$ cat config.mk
export PLATFORM = sky130hd
export DESIGN_NAME = uart_tx
export DESIGN_NICKNAME = d
export VERILOG_FILES = /design/src/rtl/uart_pkg.sv /design/src/rtl/uart_baud_gen.sv /design/src/rtl/uart_tx.sv
export SDC_FILE = /design/constraint.sdc
export NUM_CORES = 1
export LEC_CHECK = 0
export CORE_UTILIZATION = 49
export CTS_CLUSTER_DIAMETER = 200
export DETAILED_ROUTE_END_ITERATION = 8
export GPL_TIMING_DRIVEN = 1
export PLACE_DENSITY_LB_ADDON = 0.15
export SLEW_MARGIN = 40
export SYNTH_ARGS = -nofsm -noshare
export SYNTH_HDL_FRONTEND = slang
export SYNTH_SLANG_ARGS = --single-unit
$ cat constraint.sdc
create_clock -name clk_i -period 1.7 [get_ports clk_i]
set_input_delay 0.17 -clock clk_i [delete_from_list [all_inputs] [get_ports clk_i]]
set_output_delay 0.17 -clock clk_i [all_outputs]
set_load 0.05 [all_outputs]
$ cat src/rtl/uart_pkg.sv
// Shared UART definitions: transmitter state encoding and board baud timing.
package uart_pkg;

   typedef enum logic [2:0] {
      IDLE,
      START,
      DATA,
      PARITY,
      STOP
   } tx_state_e;

   localparam int unsigned CLK_FREQ_HZ = 32_256_000;
   localparam int unsigned BAUD        = 115_200;

   // 32.256 MHz / 115200 divides exactly, so no rounding error in the bit period.
   localparam int unsigned CLKS_PER_BIT_DEF = CLK_FREQ_HZ / BAUD;

endpackage

$ cat src/rtl/uart_baud_gen.sv
// Bit-period timer: counts 0..CLKS_PER_BIT-1 and pulses tick_o in the terminal-count cycle.
// clr_i holds the count at zero so the first bit after a clear is full length.
module uart_baud_gen
   import uart_pkg::*;
#(
   parameter int unsigned CLKS_PER_BIT = CLKS_PER_BIT_DEF
) (
   input  logic clk_i,
   input  logic rst_i,
   input  logic clr_i,
   output logic tick_o
);

   localparam int unsigned CntW = (CLKS_PER_BIT > 1) ? $clog2(CLKS_PER_BIT) : 1;

   logic [CntW-1:0] cnt_q, cnt_d;

   assign tick_o = (cnt_q == CntW'(CLKS_PER_BIT - 1));

   // Next count: wrap at terminal count, hold at zero while cleared.
   always_comb begin
      cnt_d = cnt_q + CntW'(1);
      if (clr_i || tick_o) begin
         cnt_d = '0;
      end
   end

   // Count register with synchronous reset.
   always_ff @(posedge clk_i) begin
      if (rst_i) begin
         cnt_q <= '0;
      end else begin
         cnt_q <= cnt_d;
      end
   end

endmodule

$ cat src/rtl/uart_tx.sv
// UART transmitter: valid/ready word in, start + data (LSB first) + [parity] + stop bits out.
// Define UART_TX_PARITY_EN to insert a parity bit (even, or odd with PARITY_ODD=1).
// tx_o is registered from the next state so the start bit appears the cycle after accept.
module uart_tx
   import uart_pkg::*;
#(
   parameter int unsigned DATA_WIDTH   = 8,
   parameter int unsigned CLKS_PER_BIT = CLKS_PER_BIT_DEF,
   parameter int unsigned STOP_BITS    = 1,
   parameter int unsigned PARITY_ODD   = 0
) (
   input  logic                  clk_i,
   input  logic                  rst_i,
   input  logic [DATA_WIDTH-1:0] data_i,
   input  logic                  valid_i,
   output logic                  ready_o,
   output logic                  tx_o,
   output logic                  busy_o
);

   // Elaboration-time guards on the supported parameter ranges.
   if (DATA_WIDTH < 5 || DATA_WIDTH > 9) begin : gen_bad_width
      $error("uart_tx: DATA_WIDTH must be 5..9");
   end
   if (CLKS_PER_BIT < 2) begin : gen_bad_cpb
      $error("uart_tx: CLKS_PER_BIT must be >= 2");
   end
   if (STOP_BITS < 1 || STOP_BITS > 2) begin : gen_bad_stop
      $error("uart_tx: STOP_BITS must be 1 or 2");
   end
   if (PARITY_ODD > 1) begin : gen_bad_parity
      $error("uart_tx: PARITY_ODD must be 0 or 1");
   end

   localparam logic [3:0] LastData = 4'(DATA_WIDTH - 1);
   localparam logic [3:0] LastStop = 4'(STOP_BITS - 1);

   tx_state_e             state_q, state_d;
   logic [DATA_WIDTH-1:0] shift_q, shift_d;
   logic [3:0]            bit_cnt_q, bit_cnt_d;
   logic                  tx_q, tx_d;
   logic                  baud_tick;
   logic                  baud_clr;
   logic                  last_stop;
   logic                  accept;

   // Counter idles at zero so the first start bit is a full period.
   assign baud_clr = (state_q == IDLE);

   uart_baud_gen #(
      .CLKS_PER_BIT(CLKS_PER_BIT)
   ) u_baud_gen (
      .clk_i (clk_i),
      .rst_i (rst_i),
      .clr_i (baud_clr),
      .tick_o(baud_tick)
   );

`ifdef UART_TX_PARITY_EN
   logic parity_q, parity_d;

   // Parity is computed once from the accepted word, before it is shifted away.
   always_comb begin
      parity_d = parity_q;
      if (accept) begin
         parity_d = (^data_i) ^ 1'(PARITY_ODD);
      end
   end
`endif

   // Next-state, shift register, bit counter, handshake and next serial bit.
   always_comb begin
      state_d   = state_q;
      shift_d   = shift_q;
      bit_cnt_d = bit_cnt_q;
      tx_d      = 1'b1;

      last_stop = (state_q == STOP) && baud_tick && (bit_cnt_q == LastStop);
      ready_o   = (state_q == IDLE) || last_stop;
      accept    = valid_i && ready_o;

      unique case (state_q)
         IDLE: begin
            if (accept) begin
               state_d   = START;
               shift_d   = data_i;
               bit_cnt_d = '0;
            end
         end
         START: begin
            if (baud_tick) begin
               state_d   = DATA;
               bit_cnt_d = '0;
            end
         end
         DATA: begin
            if (baud_tick) begin
               shift_d = shift_q >> 1;
               if (bit_cnt_q == LastData) begin
                  bit_cnt_d = '0;
`ifdef UART_TX_PARITY_EN
                  state_d   = PARITY;
`else
                  state_d   = STOP;
`endif
               end else begin
                  bit_cnt_d = bit_cnt_q + 4'd1;
               end
            end
         end
`ifdef UART_TX_PARITY_EN
         PARITY: begin
            if (baud_tick) begin
               state_d   = STOP;
               bit_cnt_d = '0;
            end
         end
`endif
         STOP: begin
            if (baud_tick) begin
               if (bit_cnt_q == LastStop) begin
                  bit_cnt_d = '0;
                  // Back-to-back accept skips IDLE entirely: no gap between frames.
                  if (accept) begin
                     state_d = START;
                     shift_d = data_i;
                  end else begin
                     state_d = IDLE;
                  end
               end else begin
                  bit_cnt_d = bit_cnt_q + 4'd1;
               end
            end
         end
         default: begin
            state_d   = IDLE;
            bit_cnt_d = '0;
         end
      endcase

      case (state_d)
         START:   tx_d = 1'b0;
         DATA:    tx_d = shift_d[0];
`ifdef UART_TX_PARITY_EN
         PARITY:  tx_d = parity_q;
`endif
         default: tx_d = 1'b1;
      endcase
   end

   // State registers; reset abandons any frame and returns the line to idle.
   always_ff @(posedge clk_i) begin
      if (rst_i) begin
         state_q   <= IDLE;
         shift_q   <= '0;
         bit_cnt_q <= '0;
         tx_q      <= 1'b1;
`ifdef UART_TX_PARITY_EN
         parity_q  <= 1'b0;
`endif
      end else begin
         state_q   <= state_d;
         shift_q   <= shift_d;
         bit_cnt_q <= bit_cnt_d;
         tx_q      <= tx_d;
`ifdef UART_TX_PARITY_EN
         parity_q  <= parity_d;
`endif
      end
   end

   assign tx_o   = tx_q;
   assign busy_o = (state_q != IDLE);

endmodule

==> results of run 1 <==
## repair_timing
action                                  4_1_cts  5_1_grt
endpoints found under the setup margin        1       13
pin swaps                                     5       13
setup buffers                                 5        1
gates resized for setup                       3       14
hold buffers                                  0        0
hold endpoints to repair                      0        0
## synthesized netlist by cell type (3+ instances only)
library cell / instances / area share (%)
nor3b_2: 3 / 2.9
nand3_1: 8 / 3.1
nand2_1: 5 / 1.4
nand2b_1: 3 / 1.4
ha_1: 3 / 2.9
a21oi_1: 9 / 3.5
a222oi_1: 6 / 4.6
inv_1: 6 / 1.7
xor2_1: 5 / 3.4
and3_1: 4 / 1.9
dfxtp_1: 25 / 38
nor3_1: 6 / 2.3
nor2_1: 16 / 4.6
## cell type report
class                           instances  area [sq um]
Clock buffer                            3          22.5
Clock inverter                          1          7.51
Fill cell                             203           768
Inverter                                6          22.5
Multi-Input combinational cell        102           838
Sequential cell                        25           507
Tap cell                               30          37.5
Timing Repair Buffer                   32           297
## power by group through the flow
stage | logic, mW | registers (mW) | clock network (mW)
2_1_floorplan | 0.103 | 0.634 | 0
5_1_grt | 0.211 | 0.620 | 0.315
4_1_cts | 0.188 | 0.616 | 0.282
3_5_place_dp | 0.184 | 0.629 | 0
3_3_place_gp | 0.179 | 0.628 | 0
6_report | 0.197 | 0.617 | 0.280
## routing by layer
layer / wire length [um] / vias to the layer above / track usage [%]
met5: 0 / - / 0
met4: 51 / 0 / 11.0
met3: 66 / 5 / 3.39
met2: 1400 / 20 / 37.7
met1: 1290 / 540 / 24.1
li1: - / 574 / -
## critical path: stages (launching register included)
cell and delay, ns:
dfxtp_2 0.38, ha_4 0.14, and4bb_4 0.23, and2_4 0.15
a21boi_4 0.06, nor3_4 0.16, buf_12 0.16
## worst min-delay path by stage
stage / from / to / slack [ns] / cells after the start
6_report: data_i[0] / shift_q[0] / 0.38 / 3
5_1_grt: data_i[0] / shift_q[0] / 0.38 / 3
4_1_cts: data_i[0] / shift_q[0] / 0.39 / 3
3_5_place_dp: u_baud_gen.cnt_q[8] / u_baud_gen.cnt_q[8] / 0.49 / 2
3_3_place_gp: u_baud_gen.cnt_q[8] / u_baud_gen.cnt_q[8] / 0.47 / 2
2_1_floorplan: data_i[0] / shift_q[0] / 0.31 / 2
## cells by family (layout without fill, tap and decap cells)
group / Yosys count / after routing / share of synthesized area (%)
buffers and inverters: 11 / 42 / 3.65
flip-flops: 25 / 25 / 38.4
AND/OR/NAND/NOR: 60 / 60 / 30.7
XOR/XNOR: 6 / 6 / 4.03
adder cells (fa/ha/maj): 3 / 3 / 2.88
AO/OA/AOI/OAI: 33 / 33 / 20.3
## state kept, by name (all words and copies together), names as in the netlist
name and count:
bit_cnt_q 4, shift_q 8, state_q 3, tx_o 1, u_baud_gen.cnt_q 9
## per-stage QoR
stage | setup TNS [ns] | std cells | worst slack, ns
6_report | -0.0908 | 199 | -0.0659
3_3_place_gp | 0 | 189 | 0.0330
4_1_cts | -0.133 | 198 | -0.0736
2_1_floorplan | 0 | 138 | 0.00226
3_5_place_dp | -0.215 | 189 | -0.0652
5_1_grt | -0.646 | 199 | -0.151
==> summary.md, run 1 <==
| Metric | Value |
|---|---|
| Maximum vdd drop | 462 uV |
| Crit-path max FO | 2 |
| Commonest non-fill, non-tap cell in the layout | dfxtp_1 |
| Slew Viols, Final | 0 |
| Reg2reg end | shift_q[1] |
| Global-route wire length before repair | 4.29 mm |
| Synthesized instance count | 138 |
| CTS Buf Count | 3 |
| CTS tree | yes |
| Final setup violation count | 2 |
| Post-synth EDFFs | 0 |
| # diodes | 0 |
| Clk_skew | 0.00405 ns |
| Min Tclk post-route | 1.77 ns |
| Crit start category | flip-flop |
| Starting Density | 52.2% |
| DRT Pass-1 Iters | 4 |
| Cell Area, Synth | 1300 sq um |
| Die H | 53.6 um |
| Fin. Hold Viols | 0 |
| Number of global-route vias before repair | 1001 |
| Slew HR | 67.0% |
| Reg2reg start | bit_cnt_q[1] |
| Failing checks | negative setup slack |
| Crit path kind | reg2out |
| Die area | 2870 sq um |
| Design area | 1730 sq um |
| Setup ws final | -0.0659 ns |
| Most frequent cells in the layout | 20 x dfxtp_1, 18 x buf_4, 16 x nor2_1 |
| Rows | 18 |
| Flop-to-flop setup slack | -0.02 ns |
| # port buffers | 13 |
| Util after Layout | 69.3% |
| #FFs+latches synth | 25 |
| Routed WL per cell | 14.1 um |
| Sw Share | 27.4% |
| Max capacitance violation total | 0 |
| Yosys warnings | 0 |
| Synth-to-Final Area Change | 32.8% |
| Pin count of the biggest net entering global routing | 16 |
| Count of different cell masters after synthesis | 44 |
| # IOs | 14 |
| Clock Latency Late Sink | 0.32 ns |
| DRT Wirelength | 2.81 mm |
| Layout Nets | 184 |
| DR vias | 1139 |
| Outcome | finished, violations left |
| Net Count, Synth | 152 |
| Asr flop ratio synth | 0% |
| Clock buffer depth | 2 |
| Pint | 0.795 mW |
| Unrepaired setup endpoints after global routing | true |
| Achievable clock frequency | 566 MHz |
| Clk pin slew, worst setup/hold paths | 0.14 ns |
| Remaining routing DRC violations | 0 |
| NetSw | 0.300 mW |
| Register share of total power | 56.4% |
| Num Clock Sinks | 25 |
| Final hold slack | 0.383 ns |
| Worst EP arrival | 1.60 ns |
| H-Tree Level Count | 1 |
| Die W | 53.6 um |
| Initial DRC Count | 38 |
| Critical Path Sink | ready_o |
| Layout cells sized above 1 | 33.1% |
| Worst-margin pin slew | 0.493 ns |
| GRT Overall Usage | 21.2% |
| Crit. End Element | output port |
| Tot Pwr | 1.09 mW |
| Post-route ant nets | 0 |
| Syn avg cell area | 9.45 sq um |
| Clock power share | 25.6% |
| Req. time, crit path | 1.53 ns |
| Hpwl dp | 2.02 mm |
| Placed inst area | 1580 sq um |
| Tightest Hold Check Type | in2reg |
| Core box area | 2500 sq um |
| PwrDens | 632 nW/um^2 |
| Leak | 0.670 nW |
| Via density | 5.72 |
| Share of power burned in combinational logic | 18.0% |
| Crit path from | u_baud_gen.cnt_q[0] |
| Reg2Reg Depth | 7 |
| Routability cong. | 0.804 |
| Root Driver | clkbuf_4 |
| Fin crit share | 104% |
| Sequential fraction of the synthesis area | 38.4% |
| Main synth FF type | dfxtp_1 |
| Number of antenna violations at the first check in global routing | 0 |
| Gr ovfl total | 0 |
Power figures use the tool's default switching activity.
==> inputs of run 2 (changes only) <==
--- a/config.mk
+++ b/config.mk
@@ -5,7 +5,10 @@
 export SDC_FILE = /design/constraint.sdc
 export NUM_CORES = 1
 export LEC_CHECK = 0
-export CORE_UTILIZATION = 49
+export CELL_PAD_IN_SITES_DETAIL_PLACEMENT = 2
+export CELL_PAD_IN_SITES_GLOBAL_PLACEMENT = 2
+export CORE_MARGIN = 2
+export CORE_UTILIZATION = 31
 export CTS_CLUSTER_DIAMETER = 200
 export DETAILED_ROUTE_END_ITERATION = 8
 export GPL_TIMING_DRIVEN = 1
==> summary.md, run 2 (synthesis results as in run 1) <==
| Metric | Value |
|---|---|
| Outcome | finished, violations left |
| Failing checks | negative setup slack |
| Post-route ant nets | 0 |
| Util after Layout | 46.4% |
| Tot Pwr | 1.21 mW |
| Number of global-route vias before repair | 1292 |
| Design area | 1870 sq um |
| DRT Pass-1 Iters | 4 |
| DR vias | 1220 |
| Die H | 68.9 um |
| Commonest non-fill, non-tap cell in the layout | buf_4 |
| Gr ovfl total | 0 |
| Slew Viols, Final | 0 |
| Pin count of the biggest net entering global routing | 16 |
| Final hold slack | 0.471 ns |
| Tightest Hold Check Type | in2reg |
| Fin crit share | 106% |
| # port buffers | 13 |
| Leak | 0.731 nW |
| H-Tree Level Count | 1 |
| Crit path kind | reg2out |
| Via density | 5.33 |
| Final setup violation count | 7 |
| Hpwl dp | 2.85 mm |
| Buf+Inv Stages, Crit Path | 1 |
| Cell count of the worst hold path | 3 |
| Most frequent cells in the layout | 28 x buf_4, 21 x dfxtp_1, 16 x nor2_1 |
| Number of antenna violations at the first check in global routing | 0 |
| Clock Latency Late Sink | 0.27 ns |
| Slew HR | 66.8% |
| PwrDens | 650 nW/um^2 |
| Routability cong. | 0.772 |
| Rows | 23 |
| Initial DRC Count | 38 |
| Setup ws final | -0.106 ns |
| Core box area | 4030 sq um |
| Maximum vdd drop | 271 uV |
| Crit. End Element | output port |
| # diodes | 0 |
| Layout cells sized above 1 | 37.4% |
| Largest regs | u_baud_gen.cnt_q x9, shift_q x8, bit_cnt_q x4 |
| Max capacitance violation total | 0 |
| Synth-to-Final Area Change | 43.3% |
| GRT Overall Usage | 17.5% |
| Worst EP arrival | 1.64 ns |
| Placed inst area | 1650 sq um |
| # fillers | 435 |
| Clk pin slew, worst setup/hold paths | 0.10 ns |
| Critical-path cell list | ha_4 > and4bb_4 > and2_4 > a21boi_4 > nor3_4 > buf_12 |
| Reg2Reg Depth | 8 |
| # IOs | 14 |
| Clk_skew | 0.00649 ns |
| Levels on crit path | 6 |
| Num Clock Sinks | 25 |
| Cts hold-fix bufs | 0 |
| Max stage delay on crit path | 0.36 ns |
| Register cell area after layout | 505 sq um |
| DRT Wirelength | 4.01 mm |
| Starting Density | 32.4% |
| Crit-path max FO | 3 |
| Biggest register | u_baud_gen.cnt_q |
| Global-route wire length before repair | 6.13 mm |
| Multi-input logic area | 857 sq um |
| Die W | 68.9 um |
| Max reg flops | 9 |
| Req. time, crit path | 1.53 ns |
| Top Family by Delay on Critical Path | simple AND/OR/NAND/NOR gates |
| Root Driver | clkbuf_8 |
| Clock buffer depth | 2 |
| Crit start category | flip-flop |
| Slowest CP cell | dfxtp_2 |
| Place WS | -0.0917 ns |
| Die area | 4740 sq um |
| Unrepaired setup endpoints after global routing | true |
| Layout Nets | 194 |
| CTS Buf Count | 3 |
| Worst-margin pin slew | 0.497 ns |
| Remaining routing DRC violations | 0 |
| Min Tclk post-route | 1.81 ns |
| Achievable clock frequency | 554 MHz |
| Routed WL per cell | 17.5 um |
| CTS tree | yes |
| Fin. Hold Viols | 0 |
==> run 2: report_power, final <==
group / internal [mW] / switching [mW] / total [mW]
clock: 0.166 / 0.205 / 0.371
sequential: 0.604 / 0.0130 / 0.617
combinational: 0.115 / 0.110 / 0.226
==> run 2: area by class of cell <==
type / instances / area share (%)
clock buffer: 3 / 2.21
clock inverter: 1 / 0.402
inverter: 6 / 1.21
multi-input combinational: 102 / 45.9
sequential: 25 / 27.1
tap: 50 / 3.35
timing repair buffer: 42 / 19.9
==> run 2: final timing paths <==
path / from / endpoint / slack, ns
worst max-delay path: u_baud_gen.cnt_q[1] / ready_o / -0.11
worst min-delay path: data_i[0] / shift_q[0] / 0.47
worst max register to register: u_baud_gen.cnt_q[1] / bit_cnt_q[2] / -0.10
worst min register to register: u_baud_gen.cnt_q[8] / u_baud_gen.cnt_q[8] / 0.52
==> run 2: worst register-to-register path, stage by stage, from the launching register on <==
cell and delay (ns):
dfxtp_2 0.36, ha_4 0.13, and4bb_4 0.25, buf_4 0.12
nand2_4 0.08, a211oi_4 0.32, buf_4 0.19, nand4_1 0.10
o21ai_1 0.16
==> run 2: metal layers <==
layer	global-route usage (%)	up-vias	routed length [um]
met5	0	-	0
met4	3.68	0	39
met3	1.95	4	83
met2	32.6	14	2120
met1	21.6	612	1770
li1	-	590	-
==> run 2: per-stage QoR <==
| stage | cells | TNS [ns] |
|---|---|---|
| final | 229 | -0.371 |
| after global routing | 229 | -1.35 |
| after CTS | 225 | -0.263 |
| after detailed placement | 214 | -0.422 |
| after global placement | 214 | 0 |
| after floorplan | 138 | 0 |
==> run 2: timing repair <==
action / 4_1_cts / 5_1_grt
pin swaps: 14 / 8
buffers inserted: 7 / 4
cloned: 0 / 0
gates resized for setup: 12 / 8
endpoints found under the setup margin: 10 / 14
